**config.mk**
```make
export PLATFORM = sky130hd
export DESIGN_NAME = stopwatch_lap
export DESIGN_NICKNAME = d
export VERILOG_FILES = /design/src/rtl/stopwatch_lap.sv
export SDC_FILE = /design/constraint.sdc
export NUM_CORES = 1
export LEC_CHECK = 0
export ABC_AREA = 0
export CAP_MARGIN = 20
export CORE_UTILIZATION = 25
export DETAILED_ROUTE_END_ITERATION = 10
export SLEW_MARGIN = 20
export SYNTH_ARGS = -nofsm -noshare
export SYNTH_HDL_FRONTEND = slang
export SYNTH_SLANG_ARGS = --single-unit
```
**constraint.sdc**
```tcl
create_clock -name clk -period 10 [get_ports clk]
set_clock_uncertainty 0.2 [all_clocks]
set_input_delay 1 -clock clk [delete_from_list [all_inputs] [get_ports clk]]
set_output_delay 1 -clock clk [all_outputs]
set_load 0.03 [all_outputs]
```
**src/rtl/stopwatch_lap.sv**
```systemverilog
// BCD mm:ss stopwatch with a tick prescaler, a run/pause/idle command FSM and a
// first-word-fall-through lap FIFO with pop handshake, wrap and drop status.
module stopwatch_lap #(
  parameter int TICK_DIV = 25000000,
  parameter int MIN_MAX  = 99,
  parameter int LAP_AW   = 3
) (
  input  logic              clk,
  input  logic              rst,
  input  logic [2:0]        cmd,
  output logic [1:0]        state,
  output logic [15:0]       time_bcd,
  output logic              wrap,
  output logic [15:0]       lap_data,
  output logic              lap_empty,
  output logic              lap_full,
  output logic [LAP_AW:0]   lap_count,
  input  logic              lap_rd,
  output logic              lap_drop
);

  localparam int DEPTH = 1 << LAP_AW;
  localparam int PW    = $clog2(TICK_DIV);
  localparam int CW    = LAP_AW + 1;

  localparam logic [PW-1:0] PRESC_LAST = PW'(TICK_DIV - 1);
  localparam logic [6:0]    MIN_LAST   = 7'(MIN_MAX);
  localparam logic [CW-1:0] COUNT_FULL = CW'(DEPTH);

  localparam logic [1:0] S_IDLE  = 2'b00;
  localparam logic [1:0] S_RUN   = 2'b01;
  localparam logic [1:0] S_PAUSE = 2'b10;

  localparam logic [2:0] CMD_START = 3'b001;
  localparam logic [2:0] CMD_STOP  = 3'b010;
  localparam logic [2:0] CMD_LAP   = 3'b100;
  localparam logic [2:0] CMD_ZERO  = 3'b011;
  localparam logic [2:0] CMD_CLR   = 3'b111;

  // One-second BCD increment; bit 16 flags the MIN_MAX:59 -> 00:00 rollover.
  function automatic logic [16:0] time_next(input logic [15:0] t);
    logic [6:0]  mins;
    logic [16:0] r;
    mins = 7'(t[15:12]) * 7'd10 + 7'(t[11:8]);
    r    = {1'b0, t};
    if (mins == MIN_LAST && t[7:4] == 4'd5 && t[3:0] == 4'd9) begin
      r = {1'b1, 16'h0000};
    end else if (t[3:0] != 4'd9) begin
      r[3:0] = t[3:0] + 4'd1;
    end else begin
      r[3:0] = 4'd0;
      if (t[7:4] != 4'd5) begin
        r[7:4] = t[7:4] + 4'd1;
      end else begin
        r[7:4] = 4'd0;
        if (t[11:8] != 4'd9) begin
          r[11:8] = t[11:8] + 4'd1;
        end else begin
          r[11:8]  = 4'd0;
          r[15:12] = t[15:12] + 4'd1;
        end
      end
    end
    return r;
  endfunction

  logic [1:0]        state_q, state_d;
  logic [PW-1:0]     presc_q, presc_d;
  logic [15:0]       time_q, time_d;
  logic              wrap_q, wrap_d;
  logic [LAP_AW-1:0] wr_ptr_q, wr_ptr_d;
  logic [LAP_AW-1:0] rd_ptr_q, rd_ptr_d;
  logic [CW-1:0]     count_q, count_d;
  logic              drop_q, drop_d;
  logic [15:0]       head_q, head_d;
  logic              empty_q, empty_d;
  logic              full_q, full_d;
  logic [15:0]       mem_q [DEPTH];

  logic              tick_s;
  logic              push_s;
  logic              pop_s;
  logic              wr_en_s;
  logic              clear_s;
  logic [16:0]       adv_s;

  always_comb begin
    state_d = state_q;
    presc_d = presc_q;
    time_d  = time_q;
    wrap_d  = wrap_q;
    push_s  = 1'b0;
    adv_s   = time_next(time_q);
    tick_s  = (state_q == S_RUN) && (presc_q == PRESC_LAST);

    if (tick_s) begin
      presc_d = '0;
      time_d  = adv_s[15:0];
      wrap_d  = wrap_q | adv_s[16];
    end else if (state_q == S_RUN) begin
      presc_d = presc_q + PW'(1);
    end else begin
      presc_d = presc_q;
    end

    // Lap always captures time_q, so a same-cycle tick never leaks into the entry.
    case (state_q)
      S_IDLE: begin
        case (cmd)
          CMD_START: state_d = S_RUN;
          CMD_ZERO: begin
            time_d  = 16'h0000;
            presc_d = '0;
            wrap_d  = 1'b0;
          end
          default: state_d = S_IDLE;
        endcase
      end
      S_RUN: begin
        case (cmd)
          CMD_STOP: state_d = S_PAUSE;
          CMD_LAP:  push_s  = 1'b1;
          default:  state_d = S_RUN;
        endcase
      end
      S_PAUSE: begin
        case (cmd)
          CMD_START: state_d = S_RUN;
          CMD_LAP:   push_s  = 1'b1;
          CMD_ZERO: begin
            state_d = S_IDLE;
            time_d  = 16'h0000;
            presc_d = '0;
            wrap_d  = 1'b0;
          end
          default: state_d = S_PAUSE;
        endcase
      end
      default: state_d = S_IDLE;
    endcase
  end

  always_comb begin
    clear_s  = (cmd == CMD_CLR);
    pop_s    = lap_rd && !empty_q;
    wr_en_s  = push_s && (!full_q || pop_s);
    drop_d   = drop_q;
    wr_ptr_d = wr_ptr_q;
    rd_ptr_d = rd_ptr_q;
    count_d  = count_q;
    if (clear_s) begin
      wr_ptr_d = '0;
      rd_ptr_d = '0;
      count_d  = '0;
      drop_d   = 1'b0;
    end else begin
      wr_ptr_d = wr_ptr_q + LAP_AW'(wr_en_s);
      rd_ptr_d = rd_ptr_q + LAP_AW'(pop_s);
      count_d  = count_q + CW'(wr_en_s) - CW'(pop_s);
      drop_d   = drop_q | (push_s && full_q && !pop_s);
    end

    empty_d = (count_d == '0);
    full_d  = (count_d == COUNT_FULL);
    // The next head may be the entry being written this very cycle (push into empty).
    if (empty_d) begin
      head_d = 16'h0000;
    end else if (wr_en_s && (wr_ptr_q == rd_ptr_d)) begin
      head_d = time_q;
    end else begin
      head_d = mem_q[rd_ptr_d];
    end
  end

  always_ff @(posedge clk) begin
    if (rst) begin
      state_q  <= S_IDLE;
      presc_q  <= '0;
      time_q   <= 16'h0000;
      wrap_q   <= 1'b0;
      wr_ptr_q <= '0;
      rd_ptr_q <= '0;
      count_q  <= '0;
      drop_q   <= 1'b0;
      head_q   <= 16'h0000;
      empty_q  <= 1'b1;
      full_q   <= 1'b0;
    end else begin
      state_q  <= state_d;
      presc_q  <= presc_d;
      time_q   <= time_d;
      wrap_q   <= wrap_d;
      wr_ptr_q <= wr_ptr_d;
      rd_ptr_q <= rd_ptr_d;
      count_q  <= count_d;
      drop_q   <= drop_d;
      head_q   <= head_d;
      empty_q  <= empty_d;
      full_q   <= full_d;
    end
  end

  always_ff @(posedge clk) begin
    if (wr_en_s && !rst) begin
      mem_q[wr_ptr_q] <= time_q;
    end
  end

  assign state     = state_q;
  assign time_bcd  = time_q;
  assign wrap      = wrap_q;
  assign lap_data  = head_q;
  assign lap_empty = empty_q;
  assign lap_full  = full_q;
  assign lap_count = count_q;
  assign lap_drop  = drop_q;

endmodule
```
; ---- Word-level counts from Yosys, hierarchy flattened
; Memory sizes are Yosys's and may differ from the RTL's. A register that Yosys moved wholly into a read port is not among the register bits.
; Index checks and enable logic that the tools add are counted.
[op_classes]
add_sub_neg = 10
mul = 1
eq_ne = 18
mux = 28
bitwise = 2
n_reduce_logical = 20
[op_table]
columns = op, n
row1 = two-way mux 25 bit, 4
row2 = two-way mux 16 bit, 4
row3 = "adder 25 x 1 -> 25 bit, second input constant", 1
row4 = "== test 25 bit, second input constant", 1
row5 = two-way mux 4 bit, 5
row6 = "adder 4 x 1 -> 4 bit, second input constant", 4
row7 = two-way mux 12 bit, 1
row8 = case mux 2 bit (3 select lines), 2
row9 = "== test 4 bit, second input constant", 2
row10 = logical AND 1 bit, 8
row11 = two-way mux 1 bit, 8
row12 = two-way mux 8 bit, 1
row13 = "!= test 4 bit, second input constant", 2
row14 = case mux 2 bit (2 select lines), 2
row15 = OR reduction 2 bit, 4
row16 = adder 7 x 4 -> 7 bit, 1
row17 = "== test 7 bit, second input constant", 1
row18 = adder 3 x 1 -> 3 bit, 2
row19 = "== test 3 x 2 -> 1 bit, second input constant", 2
row20 = "== test 3 bit, second input constant", 2
row21 = "multiplier 4 x 3 -> 6 bit, second input constant", 1
row22 = "!= test 2 bit, second input constant", 3
row23 = adder 4 x 1 -> 4 bit, 1
row24 = "== test 4 x 3 -> 1 bit, second input constant", 1
row25 = 12 further kinds, 16
[word_totals]
reg_bits = 57
mem_bits_rw = 128
input_bits = 6
output_inout_bits = 42
wordCells = 90
mem_count = 1
[memory_table]
columns = name, depth, width, rd, rd_ports_with_merged_regs, write_ports, line
row1 = mem_q, 8, 16, 1, 1, 1, 78  ; logic [15:0] mem_q [DEPTH];

; ---- Depth between registers and ports, before layout
[depth]
word_depth = 10
mapped_depth = 14
mapped_depth_nobuf = 13

; ---- Least setup slack after synthesis
; No wires, ideal clock.
[synth_timing]
path_type = input -> register
startpoint = input cmd[1]
endpoint = register head_q[0], in the netlist lap_data[0] (read register of mem_q)
setup_ns = 0.120
arrival_time_ns = 3.551
required_time_ns = 9.680
path_slack_ns = 6.130
stages = 12
path_buffers = 1
cell_sequence = nand4bb_1 > nand2b_1 > ha_1 > inv_1 > ha_1 > fa_1 > xor2_1 > or3_1 > o31a_1 > and3_1 > buf_2 > o2bb2ai_1
[synth_between]
elab_chain_cells = 9
elab_cells_between_ends = 11
classes_between = add/sub (2) / eq/ne (2) / mux (4) / reduce/logical (3)
[synth_rtl]
columns = item, line
row1 = start: declaration, 10  ; input logic [2:0] cmd,
row2 = == test 3 bit, "120, 127"
row3 = two-way mux 1 bit, "120, 127"
row4 = two-way mux 1 bit, -
row5 = logical AND 1 bit, 146  ; wr_en_s = push_s && (!full_q || pop_s);
row6 = adder 4 x 1 -> 4 bit, 159  ; count_d = count_q + CW'(wr_en_s) - CW'(pop_s);
row7 = subtractor 4 x 1 -> 4 bit, 159
row8 = two-way mux 4 bit, 151  ; if (clear_s) begin
row9 = zero test 4 bit, 163  ; empty_d = (count_d == '0);
row10 = OR reduction 2 bit (no source line), -
row11 = end: declaration, 75  ; logic [15:0] head_q, head_d;
; Parallel ways exist; a longest one is shown, timed or not.
; A chain may end at the register's enable or synchronous reset.

; ---- Worst setup path in the final report
[layout_timing]
startpoint = input cmd[1]
endpoint = register head_q[2], in the netlist lap_data[2] (read register of mem_q)
; The elaborated chain is that of the path after synthesis.

==> flow_metrics.tcl <==
set metrics [dict create \
    status "completed" \
    start_util_pct 25.4 \
    final_nets 871 \
    postLayoutCoreUtil_pct 30.5 \
    synth_edf_count 128 \
    p_comb_share_pct 19.1 \
    end_kind "flip-flop" \
    startpoint_type "input pin" \
    hp-class "flip-flop to flip-flop" \
    first_pass_iters 5 \
    synth-seq-area-share_pct 58.7 \
    syn-num-nets 828 \
    critical_path.max_fanout 13 \
    grt_pass1_vias 6045 \
    fp.dieW_um 192 \
    synth_ff_type "edfxtp_1" \
    hp-start "wrap" \
    placed_cell_area_um2 10100 \
    clk_latency_ns 0.52 \
    maxSlewViolCount 0 \
    yosysWarningCount 0 \
    postSynthAreaPerCell_um2 11.4 \
    area_delta_synth_final_pct 20.1 \
    critPathLaunch "cmd[1]" \
    row_count 69 \
    cts_setup_buffers 0 \
    clk_pin_slew_ns 0.06 \
    rr_startpoint "state[0]" \
    dr.first_iter.drc_count 399 \
    clockPowerShare_pct 38.4 \
    dieArea_um2 36900 \
    ant_nets 0 \
    place.gp.congestion 0.775 \
    power.density_nw_per_um2 204 \
    dieHeight_um 192 \
    hold_viol_final 0 \
    grt_pass1_wl_um 33700 \
    ys_types 70 \
    tns_ns 0 \
    port_buffers 47 \
    fmaxAchievable_mhz 234 \
    max_slew_margin_pct 25.4 \
    cts.repair.resized 0 \
    antenna_found_initial 0 \
    ys_ff_latch 201 \
    root_buffer "clkbuf_16" \
    cts_buffers 24 \
    netlist_instances 793 \
    grt_max_degree 64 \
    arrival_ns 4.45 \
    crit_type "input pin to flip-flop" \
    setup_viol 0 \
    fin_crit_ns 4.28 \
    clockBufferDepth 3 \
    critPathRequiredTime_ns 10.17 \
    antenna_cells 0 \
    wirelength_um 21400 \
    viasPerCell 4.76 \
    leakagePower_nw 3.59 \
    fin_area_um2 10800 \
    dp.final_hpwl_um 13200 \
    worstMarginPinSlew_ns 1.12 \
    cts_tree "yes" \
    pin_count 48 \
    h-tree-depth 1 \
    holdBufCountCts 0 \
    core_area_um2 35600 \
    p_int_mw 1.59 \
    power_switching_uw 619 \
    post_drt_wl_per_cell_um 16.3 \
    cts.sinks 201 \
    fin_crit_sh_pct 42.8 \
    grt_remaining_overflow 0 \
    track_usage_pct 11.7 \
    async_reset_ff_share_pct 0 \
    pwr-share-seq_pct 42.5 \
    drive_above_1_share_pct 9.96 \
    vias 6252 \
    rsz0062_at_grt "false" \
    syn_area_um2 9030 \
    peakVddDrop_uv 107 \
    drt_drc_violations_left 0 \
    swShare_pct 28.0 \
    maxCapViolCount 0 \
]
==> cells by family after synthesis <==
family / after synthesis / synth area share (%)
muxes: 10 / 1.52
buffers and inverters: 76 / 3.55
xor gates and xnor gates: 35 / 3.39
DFF: 201 / 58.7
and+or+nand+nor: 287 / 16.8
AOI/OAI and AO/OA: 155 / 11.7
adders and majority gates: 29 / 4.27
==> per-layer routing <==
metal	up-vias	GRT usage (%)	wire length (µm)
met3	26	2.12	1090
met5	-	0	0
met4	0	3.30	378
li1	3052	-	-
met2	129	20.2	10600
met1	3045	14.8	9330
==> power by group through the flow <==
stage,registers [mW],logic [mW],clock network (mW)
2_1_floorplan,1.02,0.197,0
3_3_place_gp,0.962,0.418,0
4_1_cts,0.942,0.424,0.870
3_5_place_dp,0.960,0.423,0
6_report,0.940,0.423,0.848
5_1_grt,0.943,0.458,0.901
==> layout make-up <==
| cell class | instances | area, µm² |
|---|---|---|
| tap | 461 | 577 |
| clock buffer | 31 | 657 |
| multi-input combinational | 516 | 3460 |
| fill | 3627 | 24700 |
| timing repair buffer | 66 | 613 |
| sequential | 201 | 5310 |
| inverter | 27 | 101 |
| clock inverter | 12 | 128 |
==> Yosys cell counts, types with 23 or more instances <==
cell / instances / area share (%)
edfxtp_1: 128 / 43
dfxtp_1: 73 / 16
nor2_1: 68 / 2.8
nand2_1: 57 / 2.4
nor3_1: 50 / 2.8
o21ai_0: 36 / 2.0
clkbuf_1: 35 / 1.5
o211ai_1: 28 / 2.3
inv_1: 27 / 1.1
a21oi_1: 26 / 1.4
ha_1: 26 / 3.6
xnor2_1: 26 / 2.5
nand3_1: 24 / 1.3
nand4_1: 23 / 1.6
==> final timing paths <==
| kind | to | slack [ns] | cells after the start |
|---|---|---|---|
| worst max-delay path | lap_data[2] | 5.72 | 12 |
| worst min-delay path | wrap | 0.27 | 1 |
| worst max register to register | lap_data[2] | 6.07 | 13 |
| worst min register to register | wrap | 0.27 | 1 |
==> worst max-delay path, stage by stage <==
cell and delay, ns:
clkdlybuf4s50_1 0.50, nand4bb_1 0.29, nand2b_1 0.25, ha_1 0.30, inv_1 0.04, ha_1 0.19
fa_1 0.38, xor2_1 0.15, or3_1 0.33, o31a_1 0.40, and3_1 0.39, o2bb2ai_1 0.23
==> through the flow <==
step | setup WS, ns | hold slack (ns) | std cells | power [mW]
2_1_floorplan | 6.13 | 0.246 | 793 | 1.22
3_3_place_gp | 5.14 | 0.252 | 1271 | 1.38
3_5_place_dp | 4.99 | 0.263 | 1271 | 1.38
4_1_cts | 5.54 | 0.276 | 1314 | 2.24
5_1_grt | 5.51 | 0.288 | 1314 | 2.30
6_report | 5.72 | 0.269 | 1314 | 2.21
==> state kept, by name, summed over array words and instances, names as in the netlist <==
signal     flops
mem_q        128
presc_q       25
lap_data      16
time_bcd      16
lap_count      4
rd_ptr_q       3
wr_ptr_q       3
state          2
lap_drop       1
lap_empty      1
lap_full       1
wrap           1
==> placed cells by master, fill, tap and decap left out, drive strengths merged, types with 19 or more instances in the layout <==
cell and n:
clkbuf 31, inv 29, ha 26, xnor2 26, o21ai 37, nor2 68
buf 19, clkdlybuf4s50 47, nor3 50, a21oi 26, nand2 57, dfxtp 73
o211ai 28, edfxtp 128, nand3 24, nand4 25
(Power assumes the default switching activity.)
